===== src/rtl/wb_byte_master.sv =====
// Wishbone classic single-cycle initiator driven by a byte-stream host.
// Commands: 'W' adr[4] dat[4] / 'R' adr[4]; reply status byte (+ read data).
module wb_byte_master #(
  parameter int unsigned timeout_cycles = 1023,
  parameter logic [3:0]  sel_default    = 4'hF
) (
  input  logic        clk,
  input  logic        reset_n,
  input  logic [7:0]  rx_data,
  input  logic        rx_valid,
  output logic        rx_ready,
  output logic [7:0]  tx_data,
  output logic        tx_valid,
  input  logic        tx_ready,
  output logic [31:0] wb_adr_o,
  output logic [31:0] wb_dat_o,
  input  logic [31:0] wb_dat_i,
  output logic [3:0]  wb_sel_o,
  output logic        wb_we_o,
  output logic        wb_cyc_o,
  output logic        wb_stb_o,
  input  logic        wb_ack_i,
  input  logic        wb_err_i,
  input  logic        wb_rty_i,
  output logic        busy
);

  typedef enum logic [2:0] {
    S_IDLE,
    S_ADDR,
    S_DATA,
    S_BUS,
    S_STAT,
    S_RDAT
  } state_t;

  localparam logic [7:0]  CMD_W    = 8'h57;
  localparam logic [7:0]  CMD_R    = 8'h52;
  localparam logic [7:0]  ST_ACK   = 8'h06;
  localparam logic [7:0]  ST_ERR   = 8'h15;
  localparam logic [7:0]  ST_TMO   = 8'h14;
  localparam logic [7:0]  ST_BAD   = 8'h3F;
  localparam logic [31:0] TMO_LAST = 32'(timeout_cycles - 1);
  localparam logic        TMO_EN   = (timeout_cycles != 0);

  state_t      state, state_n;
  logic [1:0]  cnt;
  logic        is_wr, is_rd;
  logic [31:0] adr_q, dat_q, rdat_q, tmo_q;
  logic [7:0]  status_q, status_n;
  logic        cyc_q;
  logic        rx_fire, tx_fire, tmo_hit;

  assign rx_ready = (state == S_IDLE) || (state == S_ADDR) ||
                    (state == S_DATA);
  assign tx_valid = (state == S_STAT) || (state == S_RDAT);
  assign rx_fire  = rx_valid && rx_ready;
  assign tx_fire  = tx_valid && tx_ready;
  assign busy     = (state != S_IDLE);
  assign tmo_hit  = TMO_EN && (tmo_q == TMO_LAST);

  assign wb_cyc_o = cyc_q;
  assign wb_stb_o = cyc_q;
  assign wb_we_o  = cyc_q && is_wr;
  assign wb_sel_o = cyc_q ? sel_default : 4'h0;
  assign wb_adr_o = adr_q;
  assign wb_dat_o = dat_q;

  // Reply byte: status first, then read data MSB first.
  always_comb begin
    tx_data = 8'h00;
    if (state == S_STAT)      tx_data = status_q;
    else if (state == S_RDAT) tx_data = rdat_q[31:24];
  end

  // Next state and status; bus termination priority ack > err/rty > timeout.
  always_comb begin
    state_n  = state;
    status_n = status_q;
    unique case (state)
      S_IDLE: begin
        if (rx_fire) begin
          if (rx_data == CMD_W || rx_data == CMD_R) begin
            state_n = S_ADDR;
          end else begin
            state_n  = S_STAT;
            status_n = ST_BAD;
          end
        end
      end
      S_ADDR: begin
        if (rx_fire && cnt == 2'd3)
          state_n = is_wr ? S_DATA : S_BUS;
      end
      S_DATA: begin
        if (rx_fire && cnt == 2'd3)
          state_n = S_BUS;
      end
      S_BUS: begin
        if (wb_ack_i) begin
          state_n  = S_STAT;
          status_n = ST_ACK;
        end else if (wb_err_i || wb_rty_i) begin
          state_n  = S_STAT;
          status_n = ST_ERR;
        end else if (tmo_hit) begin
          state_n  = S_STAT;
          status_n = ST_TMO;
        end
      end
      S_STAT: begin
        if (tx_fire)
          state_n = (is_rd && status_q == ST_ACK) ? S_RDAT : S_IDLE;
      end
      S_RDAT: begin
        if (tx_fire && cnt == 2'd3)
          state_n = S_IDLE;
      end
      default: state_n = S_IDLE;
    endcase
  end

  // State, field shifters, timeout counter and registered cyc/stb.
  always_ff @(posedge clk or negedge reset_n) begin
    if (!reset_n) begin
      state    <= S_IDLE;
      status_q <= 8'h00;
      cnt      <= 2'd0;
      is_wr    <= 1'b0;
      is_rd    <= 1'b0;
      adr_q    <= 32'h0;
      dat_q    <= 32'h0;
      rdat_q   <= 32'h0;
      tmo_q    <= 32'h0;
      cyc_q    <= 1'b0;
    end else begin
      state    <= state_n;
      status_q <= status_n;
      cyc_q    <= (state_n == S_BUS);
      if (state == S_IDLE && rx_fire) begin
        cnt   <= 2'd0;
        is_wr <= (rx_data == CMD_W);
        is_rd <= (rx_data == CMD_R);
      end
      if (state == S_ADDR && rx_fire) begin
        adr_q <= {adr_q[23:0], rx_data};
        cnt   <= cnt + 2'd1;
      end
      if (state == S_DATA && rx_fire) begin
        dat_q <= {dat_q[23:0], rx_data};
        cnt   <= cnt + 2'd1;
      end
      if (state == S_BUS) begin
        tmo_q <= tmo_q + 32'd1;
        if (wb_ack_i && is_rd)
          rdat_q <= wb_dat_i;
      end else begin
        tmo_q <= 32'h0;
      end
      if (state == S_RDAT && tx_fire) begin
        rdat_q <= {rdat_q[23:0], 8'h00};
        cnt    <= cnt + 2'd1;
      end
    end
  end

endmodule


===== config.mk =====
export PLATFORM = sky130hd
export DESIGN_NAME = wb_byte_master
export DESIGN_NICKNAME = d
export VERILOG_FILES = /design/src/rtl/wb_byte_master.sv
export SDC_FILE = /design/constraint.sdc
export NUM_CORES = 1
export LEC_CHECK = 0
export BUFFER_PORTS_ARGS = -buffer_cell sky130_fd_sc_hd__buf_2
export CAP_MARGIN = 20
export CORE_MARGIN = 1
export CORE_UTILIZATION = 51
export DETAILED_ROUTE_END_ITERATION = 8
export GPL_ROUTABILITY_DRIVEN = 0
export PLACE_DENSITY = 0.81
export REMOVE_ABC_BUFFERS = 1
export SLEW_MARGIN = 40
export SYNTH_ARGS = -nofsm -noshare
export SYNTH_HDL_FRONTEND = slang
export SYNTH_SLANG_ARGS = --single-unit

===== constraint.sdc =====
create_clock -name clk -period 6.15 [get_ports clk]
set_input_delay 0.3075 -clock clk [delete_from_list [all_inputs] [get_ports clk]]
set_output_delay 0.3075 -clock clk [all_outputs]
set_load 0.005 [all_outputs]

==> impl_metrics.tcl <==
set metrics [dict create \
    fin_setup_tns_ns 0 \
    num_vias 4911 \
    irDropWorstVdd_mv 0.265 \
    min_delay_path_depth 2 \
    pwr-share-seq_pct 43.7 \
    timing.final.crit_share_pct 40.4 \
    crit_type "reg -> reg" \
    viasPerCell 5.77 \
    grt_usage_pct 23.6 \
    io_buffers 128 \
    synth-xor-area-share_pct 1.53 \
    cts.sinks 141 \
    dpl_cell_area_um2 7030 \
    power_density_nw_per_um2 397 \
    drive_gt1_share_pct 33.2 \
    final_cell_area_um2 7640 \
    intPower_mw 2.15 \
    grt_remaining_overflow 0 \
    dieArea_um2 12800 \
    hold_class "in -> reg" \
    drv_slew 0 \
    syn_area_per_cell_um2 11.0 \
    swShare_pct 28.9 \
    cts_tree "yes" \
    crit_required_ns 6.46 \
    holdPathEnd "rdat_q[4]$_DFFE_PN0P_" \
    synth_edf_count 0 \
    dp_hpwl_um 9460 \
    status "complete, no violations" \
    ys_warn_count 0 \
    ys_seq_area_share_pct 55.9 \
    grt_max_degree 73 \
    dp_slack_ns 3.58 \
    core_um2 12000 \
    power.leakage_nw 3.58 \
    row_count 40 \
    fin_ws_ns 3.66 \
    start_util_pct 52.5 \
    ys_types 52 \
    tightest_slew_ns 0.836 \
    clock-root-buffer "clkbuf_16" \
    syn2layout_area_growth_pct 21.1 \
    synthCells 575 \
    setup.worst_path.end_class "register" \
    synthArstFlopShare_pct 100 \
    firstDrtPassIters 5 \
    htree_levels 4 \
    ys_seq_elements 141 \
    grt_pass1_wl_um 23400 \
    synth_compound_area_share_pct 10.4 \
    io_pins 129 \
    antennaDiodeCount 0 \
    period_needed_ns 2.49 \
    num-nets-final 742 \
    relSlewSlack_pct 43.8 \
    fin_skew_ns 0.0101 \
    drt_iter0_markers 419 \
    setup-violations-final 0 \
    pwr-share-comb_pct 22.4 \
    clock_latency_ns 0.42 \
    rr_worst_depth 5 \
    synthMuxAreaShare_pct 12.2 \
    synth_top_family_by_area "simple AND/OR/NAND/NOR gates" \
    numCtsBuffers 17 \
    min-delay-start "wb_dat_i[4]" \
    dieWidth_um 113 \
    grt_setup_unrepaired "false" \
    clock.fmax_mhz 402 \
    rrSetupSlack_ns 3.66 \
    fp.dieH_um 113 \
    grt_pass1_vias 4746 \
    r2r_end "rdat_q[6]$_DFFE_PN0P_" \
    power.switching_uw 876 \
    synth_ff_type "dfrtp_1" \
    maxCapViolations 0 \
    cts_resized 0 \
    clock_power_share_pct 34.0 \
    totalPowerFinal_mw 3.03 \
    clock_path_buffers 2 \
    antenna_found_initial 0 \
    synth-simple-area-share_pct 16.0 \
    synthAdderAreaFrac_pct 0.595 \
    ant_nets 0 \
    drc_errors 0 \
    reg2reg_from "state[0]$_DFF_PN0_" \
    synth_area_um2 6310 \
    crit_path_max_fanout 33 \
    wl_per_cell_um 16.6 \
    drt-total-wl_um 14100 \
    cp-start-kind "register" \
    clkTransAtPathRegs_ns 0.06 \
    final-hold-violation-count 0 \
    arrival_ns 2.80 \
]
[per-layer routing]
metal | global-route usage [%] | wire [µm] | vias to the layer above
met5 | 0 | 0 | -
met4 | 9.12 | 208 | 0
met3 | 7.18 | 778 | 19
met2 | 37.4 | 6830 | 168
met1 | 30.4 | 6270 | 2410
li1 | - | - | 2314
[what timing repair did]
item	4_1_cts	5_1_grt
setup buffers	0	0
endpoints found under the hold margin	71	0
hold buffers	1	0
[placed cells by master, fill, tap and decap left out, types with 2 or more instances in the layout]
cell type,netlist,layout
a31oi_1,27,27
and4_1,5,5
clkinv_2,0,2
bufinv_16,0,3
or4_1,10,10
nor3_1,9,8
mux2i_1,5,5
inv_1,10,10
o41ai_1,2,2
o31ai_1,9,9
o221ai_1,2,2
o211ai_1,4,4
and3_1,4,4
mux2_2,64,64
a21oi_1,26,26
nor4_1,5,5
or3_1,12,12
buf_4,5,5
nand3_1,13,12
a22o_1,9,9
nand4_1,8,8
dfrtp_1,141,141
buf_2,11,127
o21ai_0,15,15
xnor2_1,10,10
clkinv_4,0,3
buf_6,0,2
nand2_1,72,72
clkbuf_1,18,3
nor2_1,49,49
clkbuf_16,0,17
ha_1,3,3
clkinvlp_4,0,2
[critical path: stages, from the launching register on]
cell and delay (ns):
dfrtp_1 0.87, and3b_1 0.51, and3_1 0.21, buf_4 0.30
nor2_1 0.24, a22o_1 0.24
[power groups by stage]
stage | Combinational [mW] | Clock (mW) | Sequential, mW
2_1_floorplan | 0.375 | 0 | 1.31
3_3_place_gp | 0.642 | 0 | 1.32
3_5_place_dp | 0.676 | 0 | 1.33
4_1_cts | 0.683 | 1.05 | 1.32
5_1_grt | 0.751 | 1.09 | 1.36
6_report | 0.677 | 1.03 | 1.32
[flip-flops by register name, summed over array words and instances, names as in the netlist, 2 cells and up]
name / cells
state: 3
tmo_q: 32
wb_adr_o: 32
cnt: 2
rdat_q: 32
wb_dat_o: 32
status_q: 5
[final cells by class]
class	count	area (µm²)
Fill cell	916	4380
Sequential cell	141	3530
Multi-Input combinational cell	387	2590
Timing Repair Buffer	135	706
Clock buffer	21	450
Tap cell	147	184
Clock inverter	10	141
Inverter	10	37.5
[cells in the mapped netlist (all sizes together), types with 11 or more instances]
library cell	count	area, µm²
buf	19	104
mux2	64	721
clkbuf	18	67.6
nor2	49	184
a31oi	27	169
nand3	13	65.1
a21oi	26	130
or3	12	75.1
or4	11	86.3
dfrtp	141	3530
o21ai	16	83.8
nand2	72	270
[per-stage QoR]
stage	cells	utilization, %	hold WS [ns]
5_1_grt	851	63.6	0.110
2_1_floorplan	538	-	0.0119
3_5_place_dp	819	58.5	0.353
4_1_cts	851	63.5	0.0931
6_report	851	63.6	0.111
3_3_place_gp	819	58.5	0.345
[how the worst max path moves through the flow]
stage,from,to,slack [ns],cells past startpoint
finish,state[0]$_DFF_PN0_,rdat_q[6]$_DFFE_PN0P_,3.66,5
global route,state[0]$_DFF_PN0_,rdat_q[0]$_DFFE_PN0P_,3.43,5
CTS,state[0]$_DFF_PN0_,rdat_q[14]$_DFFE_PN0P_,3.55,4
detailed placement,state[0]$_DFF_PN0_,rdat_q[29]$_DFFE_PN0P_,3.58,4
global placement,state[0]$_DFF_PN0_,rdat_q[9]$_DFFE_PN0P_,3.69,4
floorplan,state[0]$_DFF_PN0_,wb_adr_o[0]$_DFFE_PN0P_,2.47,3
[kinds of logic after synthesis]
kind of cell | count (synthesis)
compound gates | 102
xor+xnor | 11
fa+ha+maj | 3
buf+inv | 47
flops | 141
mux | 69
simple gates | 202
Power figures use the tool's default switching activity.
